===== config.mk =====
export PLATFORM = sky130hd
export DESIGN_NAME = fetch_unit
export DESIGN_NICKNAME = d
export VERILOG_FILES = /design/src/rtl/fetch_unit.sv
export SDC_FILE = /design/constraint.sdc
export NUM_CORES = 1
export LEC_CHECK = 0
export ABC_AREA = 1
export BUFFER_PORTS_ARGS = -buffer_cell sky130_fd_sc_hd__buf_4
export CELL_PAD_IN_SITES_DETAIL_PLACEMENT = 2
export CELL_PAD_IN_SITES_GLOBAL_PLACEMENT = 2
export CORE_UTILIZATION = 26
export CTS_CLUSTER_DIAMETER = 60
export DETAILED_ROUTE_END_ITERATION = 6
export GPL_TIMING_DRIVEN = 0
export PLACE_DENSITY_LB_ADDON = 0.1
export SYNTH_ARGS = -nofsm -noshare
export SYNTH_HDL_FRONTEND = slang
export SYNTH_SLANG_ARGS = --single-unit

===== constraint.sdc =====
create_clock -name clk -period 2.49 [get_ports clk]
set_input_delay 0.1245 -clock clk [delete_from_list [all_inputs] [get_ports clk]]
set_output_delay 0.1245 -clock clk [all_outputs]
set_load 0.005 [all_outputs]

===== src/rtl/fetch_unit.sv =====
// ----------------------------------------------------------------------------
// fetch_unit
//
// Instruction fetch stage that sits in front of a 1-cycle-latency word memory
// (DP_mem32x64k). It owns the PC and drives the memory address straight from
// it. The read data is captured one cycle later together with the PC that
// produced it. The resulting {pc, instr} pairs are queued in a 2-entry buffer
// and offered to decode. Redirects (branch/jump) flush everything in flight.
// A level halt stops new reads until the next redirect.
//
// Optional feature: define FETCH_PERF_EN to add the perf_fetched / perf_stall
// performance counters. The default build leaves the macro undefined.
//
// Ports
//   clk            in   1     clock, all state updates on posedge
//   reset          in   1     synchronous, active-low reset
//   mem_a          out  ADDR  memory word address (combinational from pc)
//   mem_w          out  1     memory write enable, tied to 0
//   mem_d          out  WORD  memory write data, tied to 0
//   mem_q          in   WORD  memory read data, valid 1 cycle after mem_a
//   redirect_valid in   1     load redirect_pc, flush buffer and in-flight read
//   redirect_pc    in   ADDR  redirect target word address
//   halt           in   1     stop issuing new reads (level)
//   out_valid      out  1     buffer head holds an instruction
//   out_ready      in   1     decode accepts the head this cycle
//   out_pc         out  ADDR  PC of head instruction
//   out_instr      out  WORD  head instruction
//   busy           out  1     read in flight or buffer non-empty
//   fsm_state      out  2     current control state (BOOT=0, RUN=1, HALT=2)
//   perf_fetched   out  32    (FETCH_PERF_EN) dequeues, wraps at 2^32
//   perf_stall     out  32    (FETCH_PERF_EN) RUN cycles with out_valid=0
//
// Handshake: a transfer to decode happens on a rising edge where out_valid
// and out_ready are both 1. While out_valid=1 and out_ready=0, out_pc and
// out_instr are held stable. out_valid never depends on out_ready.
// ----------------------------------------------------------------------------
module fetch_unit #(
    parameter int              WORD     = 32,
    parameter int              ADDR     = 16,
    parameter logic [ADDR-1:0] RESET_PC = '0,
    parameter int              DEPTH    = 2
) (
    input  logic            clk,
    input  logic            reset,
    output logic [ADDR-1:0] mem_a,
    output logic            mem_w,
    output logic [WORD-1:0] mem_d,
    input  logic [WORD-1:0] mem_q,
    input  logic            redirect_valid,
    input  logic [ADDR-1:0] redirect_pc,
    input  logic            halt,
    output logic            out_valid,
    input  logic            out_ready,
    output logic [ADDR-1:0] out_pc,
    output logic [WORD-1:0] out_instr,
    output logic            busy,
    output logic [1:0]      fsm_state
`ifdef FETCH_PERF_EN
    ,
    output logic [31:0]     perf_fetched,
    output logic [31:0]     perf_stall
`endif
);

    typedef enum logic [1:0] {
        ST_BOOT = 2'd0,
        ST_RUN  = 2'd1,
        ST_HALT = 2'd2
    } state_t;

    // Credit limit for the buffer; the design is built for exactly 2 entries.
    localparam logic [2:0] CREDITS = 3'(DEPTH);

    state_t          state_q, state_d;
    logic [ADDR-1:0] pc_q;
    logic [ADDR-1:0] tag_pc_q;
    logic            inflight_q;
    logic [1:0]      count_q, count_d;

    // Slot 0 is always the head; slot 1 is only meaningful when count_q==2.
    logic [ADDR-1:0] s0_pc_q, s0_pc_d, s1_pc_q, s1_pc_d;
    logic [WORD-1:0] s0_in_q, s0_in_d, s1_in_q, s1_in_d;

    logic            deq;
    logic            enq;
    logic            issue;
    logic [2:0]      occupancy;

    // ------------------------------------------------------------------------
    // Control FSM. A redirect always wins over halt, and it is the only way
    // out of HALT. BOOT lasts exactly one cycle and never issues.
    // ------------------------------------------------------------------------
    always_comb begin
        state_d = state_q;
        unique case (state_q)
            ST_BOOT: state_d = ST_RUN;
            ST_RUN: begin
                if (!redirect_valid && halt) begin
                    state_d = ST_HALT;
                end
            end
            ST_HALT: begin
                if (redirect_valid) begin
                    state_d = ST_RUN;
                end
            end
            default: state_d = ST_BOOT;
        endcase
    end

    // ------------------------------------------------------------------------
    // Issue and capture.
    // occupancy counts entries that will be in the buffer once this cycle's
    // dequeue is gone and any read in flight has landed. A new read is issued
    // only if a slot is still free for it. That keeps enqueues from
    // overflowing without any back-pressure path to the memory.
    // ------------------------------------------------------------------------
    assign deq       = out_valid & out_ready;
    assign occupancy = {1'b0, count_q} + {2'b00, inflight_q} - {2'b00, deq};
    assign issue     = (state_q == ST_RUN) && !redirect_valid && !halt &&
                       (occupancy < CREDITS);

    // A redirect squashes the read returning this cycle.
    assign enq = inflight_q && !redirect_valid;

    // ------------------------------------------------------------------------
    // Buffer next-state. The dequeue shift is applied first. The enqueue then
    // writes the first free slot left after that shift.
    // ------------------------------------------------------------------------
    always_comb begin
        count_d = count_q;
        s0_pc_d = s0_pc_q;
        s0_in_d = s0_in_q;
        s1_pc_d = s1_pc_q;
        s1_in_d = s1_in_q;
        if (redirect_valid) begin
            count_d = 2'd0;
        end else begin
            if (deq) begin
                s0_pc_d = s1_pc_q;
                s0_in_d = s1_in_q;
            end
            if (enq) begin
                if ((count_q == 2'd0) || ((count_q == 2'd1) && deq)) begin
                    s0_pc_d = tag_pc_q;
                    s0_in_d = mem_q;
                end else begin
                    s1_pc_d = tag_pc_q;
                    s1_in_d = mem_q;
                end
            end
            count_d = count_q + {1'b0, enq} - {1'b0, deq};
        end
    end

    // ------------------------------------------------------------------------
    // State registers
    // ------------------------------------------------------------------------
    always_ff @(posedge clk) begin
        if (!reset) begin
            state_q    <= ST_BOOT;
            pc_q       <= RESET_PC;
            tag_pc_q   <= '0;
            inflight_q <= 1'b0;
            count_q    <= 2'd0;
            s0_pc_q    <= '0;
            s0_in_q    <= '0;
            s1_pc_q    <= '0;
            s1_in_q    <= '0;
        end else begin
            state_q    <= state_d;
            inflight_q <= issue;
            count_q    <= count_d;
            s0_pc_q    <= s0_pc_d;
            s0_in_q    <= s0_in_d;
            s1_pc_q    <= s1_pc_d;
            s1_in_q    <= s1_in_d;
            if (redirect_valid) begin
                pc_q <= redirect_pc;
            end else if (issue) begin
                pc_q <= pc_q + 1'b1;
            end
            if (issue) begin
                tag_pc_q <= pc_q;
            end
        end
    end

    // Structural invariants of the credit scheme.
    always_ff @(posedge clk) begin
        if (reset) begin
            assert (count_q <= 2'd2);
            assert (!(enq && !deq && (count_q == 2'd2)));
        end
    end

    // ------------------------------------------------------------------------
    // Optional performance counters. A redirect does not clear them.
    // ------------------------------------------------------------------------
`ifdef FETCH_PERF_EN
    logic [31:0] fetched_q;
    logic [31:0] stall_q;

    always_ff @(posedge clk) begin
        if (!reset) begin
            fetched_q <= '0;
            stall_q   <= '0;
        end else begin
            if (deq) begin
                fetched_q <= fetched_q + 32'd1;
            end
            if ((state_q == ST_RUN) && !out_valid) begin
                stall_q <= stall_q + 32'd1;
            end
        end
    end

    assign perf_fetched = fetched_q;
    assign perf_stall   = stall_q;
`endif

    // ------------------------------------------------------------------------
    // Outputs
    // ------------------------------------------------------------------------
    assign mem_a     = pc_q;
    assign mem_w     = 1'b0;
    assign mem_d     = '0;
    assign out_valid = (count_q != 2'd0);
    assign out_pc    = s0_pc_q;
    assign out_instr = s0_in_q;
    assign busy      = inflight_q | (count_q != 2'd0);
    assign fsm_state = state_q;

endmodule

==> results of run 1 <==
[logic make-up after synthesis]
family | Yosys count | synth area share, %
other | 1 | 0.0596
AO/OA/AOI/OAI | 196 | 16.1
AND/OR/NAND/NOR | 422 | 28.6
adder cells (fa/ha/maj) | 3 | 0.716
buffers and inverters | 134 | 11.8
XOR/XNOR | 3 | 0.417
flip-flops | 133 | 42.3
[worst paths after layout]
path                        start         end  slack, ns
hold / removal    redirect_pc[10]   mem_a[10]       0.02
setup reg to reg       count_q[0]   mem_a[10]       0.16
setup / recovery       count_q[0]   mem_a[10]       0.16
hold reg to reg        s1_pc_q[1]  s1_pc_q[1]       0.45
[state kept, by name (all words and copies together) (netlist names)]
register    cells
s1_in_q        32
s1_pc_q        16
tag_pc_q       16
inflight_q      1
count_q         2
fsm_state       2
out_pc         16
mem_a          16
out_instr      32
[cell type report]
cell class                 count  area (sq um)
fill                        2853         14800
timing repair buffer         171          1400
clock buffer                  18           429
sequential                   133          2670
inverter                      49           194
buffer                        85           553
multi-input combinational    658          3020
tap                          319           399
clock inverter                14           185
[through the flow]
step	setup WS, ns	setup TNS (ns)	area [sq um]	std cells	hold slack [ns]
4_1_cts	0.0187	0	8780	1439	0.00283
3_3_place_gp	-0.339	-8.39	7710	1363	0.327
5_1_grt	-0.0155	-0.0172	8860	1447	0.0494
2_1_floorplan	0.174	0	6410	924	0.235
3_5_place_dp	-0.367	-9.03	7710	1363	0.327
6_report	0.156	0	8860	1447	0.0222
[where the power goes]
group / internal, mW / switching, mW
Combinational: 0.243 / 0.261
Clock: 1.67 / 1.03
Sequential: 2.17 / 0.0464
Total: 4.08 / 1.33
[synth_stat cells (2+ instances only)]
| library cell | instances | share of area (%) |
|---|---|---|
| clkbuf_1 | 25 | 1.5 |
| ha_1 | 2 | 0.40 |
| nand2_1 | 204 | 12 |
| nand3_4 | 2 | 0.56 |
| buf_2 | 13 | 1.0 |
| nand2_2 | 6 | 0.60 |
| nor3_1 | 2 | 0.16 |
| nand3_2 | 2 | 0.32 |
| o211ai_1 | 4 | 0.48 |
| o21ai_1 | 17 | 1.4 |
| xnor2_1 | 2 | 0.28 |
| inv_2 | 6 | 0.36 |
| nor2_1 | 111 | 6.6 |
| nand4_1 | 2 | 0.20 |
| o22ai_1 | 2 | 0.20 |
| nor2_2 | 2 | 0.20 |
| dfxtp_1 | 133 | 42 |
| a21oi_1 | 28 | 2.2 |
| buf_4 | 37 | 4.4 |
| o21ai_0 | 141 | 11 |
| nand3_1 | 85 | 6.8 |
| nor2_4 | 6 | 1.1 |
| inv_1 | 42 | 2.5 |
| buf_6 | 10 | 1.8 |
[worst max-delay path, stage by stage (launching register included)]
cell	delay [ns]
dfxtp_4	0.37
nor2_2	0.06
nor2_4	0.15
buf_6	0.14
nand2_1	0.07
nand2_1	0.06
nand2_1	0.06
fa_2	0.56
nand3_4	0.11
inv_4	0.09
nand3_4	0.13
nor2_4	0.17
buf_8	0.15
nand3_1	0.09
nand2_1	0.08
[placed cells by master, fill, tap and decap left out, drive strengths merged, types with 2 or more instances in the layout]
cell type and n:
a21oi 29, dfxtp 133, o211ai 4, o22ai 2, conb 33, buf 189
ha 2, clkinvlp 3, clkbuf 43, xnor2 2, nand2 210, nand4 2
dlygate4sd3 42, clkinv 7, nor2 119, o21ai 159, nand3 90, nor3 2
bufinv 4, inv 49
[timing repair]
action / 4_1_cts / 5_1_grt
cloned: 0 / 1
setup endpoints to repair: 33 / 31
hold buffers: 41 / 1
pin swaps: 2 / 1
resized for setup: 2 / 7
setup buffers: 3 / 6
endpoints found under the hold margin: 50 / 1
[metal layers]
metal  up-vias  GRT usage, %
li1       3294             -
met1      3158          24.5
met2       115          36.6
met3        16          3.07
met4         0          5.73
met5         -             0
==> summary.txt, run 1 <==
Detailed routing
  • Top routing layer used: met4
  • Average wire per standard cell: 16.7 microns
  • DRC: 0
  • DRT iter0 DRCs: 222
  • Via density per instance: approximately 4.5
  • Routed Antenna Nets: 0
  • Via count: 6583
  • WL final: 24.2 mm
  • WL met1: between 10 and 15 mm
  • Met2 routed WL: about 12 mm
  • DR pass1 iterations: 4
  • Metal3 WL: 663 microns

Placement
  • Port Buffer Count: 120
  • Post-detail-place hpwl: 17.0 mm
  • GPL Wtd Cong: 0.783

GRT
  • Grt ovf: 0
  • First-pass GRT wire length: between 30 and 40 mm
  • Global-route usage over all layers: 20.2%
  • Pin count of the biggest net entering global routing: 17
  • Initial antenna violation count: 0
  • Number of global-route vias before repair: 6870

Cells and area
  • Synth-to-layout area growth: 40.7%
  • Final Util: 37.5%
  • Nets: between 1000 and 1500
  • Diode count: 0
  • Layout cells sized above 1: 22.3%

Power and ir drop
  • Maximum VDD drop: 0.373 mV
  • Leak: 3.87 nW
  • Total power: 5.41 mW
  • Power per Cell Area: approximately 610 nW/um^2

Setup path
  • CP Capture Type: flip-flop
  • Worst Path Required: between 2 and 3 ns
  • Crit path max fanout: 10
  • CP startpoint kind: flip-flop
  • Setup CP Type: flip-flop to flip-flop
  • CP Data Arrival Time: 2.70 ns
  • R2R depth: 14

STA
  • Least-Margin Pin Slew: 0.741 ns
  • Final Max Slew Viols: 0
  • Max_slew headroom: between 50% and 60%
  • Max Clock Skew: 0.0112 ns
  • Fmax achieved: 0.429 GHz
  • Final hold viol count: 0
  • Tmin final: 2.33 ns
  • Final period utilization: ~94%
  • # setup viols final: 0

Die
  • Rows: 56
  • Chip height: roughly 160 microns
  • Die area: 24800 sq um
  • Total I/O pin count: 154
  • Die X: 158 microns
  • Starting Density: 26.7%
  • Core ar.: 23600 sq um

CTS
  • Worst-case clock buffer depth: 2
  • CTS sink count: 133
  • H-tree Lvls: 4
  • Later-pin clock latency in the skew report: 0.43 ns
  • Clk slew on worst S/H paths: 0.06 ns
  • Clock root cell: clkbuf_16
  • CTS tree: built
  • CTS Buf Count: 17

Synth
  • Mapped cell area: 6290 sq um
  • Seq cells post-synth: 133
  • Seq/Total Area, Yosys: 42.3%
  • Synth Warn #: 0
  • Post-synth EDFFs: 0
  • Synthesized area per cell: 7.06 sq um
  • Primary FF master, synth: dfxtp_1
  • Cells after Synth: 892
  • Asr flop ratio synth: 0%
  • Yosys cell types: 32

Min path
  • Min-delay worst type: input pin to flip-flop
  • Hold path depth: 5

Run
  • Max cap viols: 0

Status
  • Status: completed
Note: power is estimated with default switching activity, not from simulation.
==> run 2, diff against run 1 <==
--- a/config.mk
+++ b/config.mk
@@ -13,6 +13,7 @@
 export CTS_CLUSTER_DIAMETER = 60
 export DETAILED_ROUTE_END_ITERATION = 6
 export GPL_TIMING_DRIVEN = 0
+export HOLD_SLACK_MARGIN = 0.1
 export PLACE_DENSITY_LB_ADDON = 0.1
 export SYNTH_ARGS = -nofsm -noshare
 export SYNTH_HDL_FRONTEND = slang
==> run 2 against run 1 <==
- via count up 0.82%
- die area unchanged
- clock skew down 0.0011 ns
- largest power group unchanged
- maximum frequency down 0.20%
- total power up 0.23%
- wire length up 1.3%
- highest routed layer unchanged
==> summary.txt, run 2 (synthesis results as in run 1) <==
Power and ir drop
  • Clock network power share: 49.7% (about the same)
  • Sequential share of power: 40.8% (about the same)
  • Sw Share: 24.7% (about the same)
  • Logic pwr share: 9.5% (+0.2 points)
  • Net Sw Power: 1.34 mW (+0.26%)
  • Leak: 3.91 nW (+0.97%)
  • Internal power: 4.09 mW (+0.22%)
  • Maximum VDD drop: 0.374 mV (about the same)
  • Power per Cell Area: 607 nW/um^2 (-0.78%)

STA
  • Max Clock Skew: 0.0100 ns (-0.00115 ns)
  • Least-Margin Pin Slew: 0.728 ns (-0.0136 ns)
  • Final hold viol count: 0 (unchanged)
  • Final Max Slew Viols: 0 (unchanged)
  • Final period utilization: 93.9% (+0.18 points)
  • Tmin final: 2.34 ns (+0.00457 ns)
  • # setup viols final: 0 (unchanged)
  • Worst hold slack: 0.317 ns (+0.295 ns)
  • Final worst slack: 0.152 ns (-0.00457 ns)
  • Fmax achieved: 0.428 GHz (-0.20%)
  • Max_slew headroom: 51.5% (+0.91 points)

Die
  • Rows: 56 (unchanged)
  • Total I/O pin count: 154 (unchanged)
  • Die X: 158 microns (unchanged)
  • Starting Density: 26.7% (unchanged)
  • Die area: 24800 sq um (unchanged)
  • Chip height: 158 microns (unchanged)
  • Core ar.: 23600 sq um (unchanged)

GRT
  • Global-route usage over all layers: 20.4% (+0.20 points)
  • M1 GR Usage: 24.6% (+0.067 points)
  • Number of global-route vias before repair: 6966 (+1.4%)
  • Initial antenna violation count: 0 (unchanged)
  • First-pass GRT wire length: 38.2 mm (+1.0%)
  • Peak-usage layer in the global routing report: met2
  • Grt ovf: 0 (unchanged)
  • GRT met3 Usage: 3.04% (-0.027 points)
  • Pin count of the biggest net entering global routing: 17 (unchanged)
  • Met2 usage in global routing: 37.2% (+0.59 points)

Detailed routing
  • Average wire per standard cell: 16.8 microns (+0.67%)
  • Via count: 6637 (+0.82%)
  • Via density per instance: 4.56 (+0.20%)
  • Routed Antenna Nets: 0 (unchanged)
  • DRT iter0 DRCs: 215 (-3.2%)
  • DRC: 0 (unchanged)
  • WL final: 24.5 mm (+1.3%)
  • DR pass1 iterations: 4 (unchanged)

Placement
  • Worst slack, placed: -0.367 ns (unchanged)
  • GPL Wtd Cong: 0.783 (unchanged)
  • Post-detail-place hpwl: 17.0 mm (unchanged)
  • Port Buffer Count: 120 (unchanged)

Cells and area
  • Synth-to-layout area growth: 42.1%
  • Diode count: 0 (unchanged)
  • Most frequent cells in the layout: 204 x nand2_1, 165 x buf_4, 139 x o21ai_0
  • Nets: 1180 (+0.77%)
  • Layout cells sized above 1: 22.1% (-0.18 points)
  • Leading cell type in the layout, fill and taps excluded: nand2_1
  • Layout fillers: 2851 (-0.070%)

CTS
  • Clock root cell: clkbuf_16
  • Later-pin clock latency in the skew report: 0.43 ns (about the same)
  • H-tree Lvls: 4 (unchanged)
  • CTS Buf Count: 17 (unchanged)
  • CTS tree: built
  • Worst-case clock buffer depth: 2 (unchanged)
  • CTS sink count: 133 (unchanged)
  • Clk slew on worst S/H paths: 0.06 ns (about the same)

Setup path
  • Crit path max fanout: 10 (unchanged)
  • CP Data Arrival Time: 2.70 ns (about the same)
  • Setup CP Type: flip-flop to flip-flop
  • CP Launch Point: count_q[0]
  • Crit Reg-Reg Startpoint: count_q[0]
  • CP Capture Type: flip-flop
  • CP startpoint kind: flip-flop
  • Worst Path Required: 2.85 ns (about the same)

Status
  • Status: completed

Min path
  • Min-delay worst type: input pin to flip-flop
  • Min-Delay Startpoint: out_ready

Run
  • Max cap viols: 0 (unchanged)
## run 2: changes by cell type in the layout (fill, tap and decap cells not counted)
cell | previous run | this run
dlygate4sd3_1 | 42 | 51
## run 2: metal layers
layer | share of wire, % | wire length (microns)
met1 | 45 | 11000
met4 | 1.3 | 311
met5 | 0 | 0
met2 | 51 | 12600
met3 | 2.7 | 661
## run 2: cell type report
type                            instances  area, sq um  share of cell area, %
Buffer                                 85          553                   6.18
Timing Repair Buffer                  180         1490                   16.7
Tap cell                              319          399                   4.46
Inverter                               49          194                   2.17
Clock buffer                           18          429                   4.80
Sequential cell                       133         2670                   29.8
Clock inverter                         14          185                   2.07
Multi-Input combinational cell        658         3020                   33.8
## run 2: worst paths after layout
kind | cells past startpoint | slack [ns] | to
max | 14 | 0.15 | mem_a[10]
min | 6 | 0.32 | out_pc[5]
max reg2reg | 14 | 0.15 | mem_a[10]
min reg2reg | 2 | 0.45 | s1_pc_q[1]
## run 2: power by group through the flow
stage | clock, mW | sequential [mW] | combinational [mW]
floorplan | 0 | 2.25 | 0.234
global placement | 0 | 2.26 | 0.437
detailed placement | 0 | 2.26 | 0.442
CTS | 2.76 | 2.22 | 0.515
global route | 2.86 | 2.22 | 0.573
finish | 2.69 | 2.21 | 0.518
## run 2: critical path, cell delays in order, from the launching register on
cell,delay [ns]
dfxtp_4,0.37
nor2_2,0.06
nor2_4,0.15
buf_6,0.14
nand2_1,0.07
nand2_1,0.06
nand2_1,0.06
fa_2,0.56
nand3_4,0.11
inv_4,0.09
nand3_4,0.13
nor2_4,0.17
buf_8,0.15
nand3_1,0.09
nand2_1,0.08
## run 2: what timing repair did
item                                   CTS  global route
resized for setup                        2             7
setup endpoints to repair               33            31
pin swaps                                2             1
hold buffers                            51             0
cloned                                   0             1
endpoints found under the hold margin   85             0
setup buffers                            3             6
## run 2: stage by stage
| step | std cells | instance area [sq um] | total power, mW | TNS (ns) | util, % |
|---|---|---|---|---|---|
| global placement | 1363 | 7710 | 2.70 | -8.39 | 32.7 |
| detailed placement | 1363 | 7710 | 2.71 | -9.03 | 32.7 |
| global route | 1456 | 8950 | 5.65 | -0.0173 | 37.9 |
| CTS | 1449 | 8880 | 5.50 | 0 | 37.6 |
| floorplan | 924 | 6410 | 2.48 | 0 | - |
| finish | 1456 | 8950 | 5.43 | 0 | 37.9 |
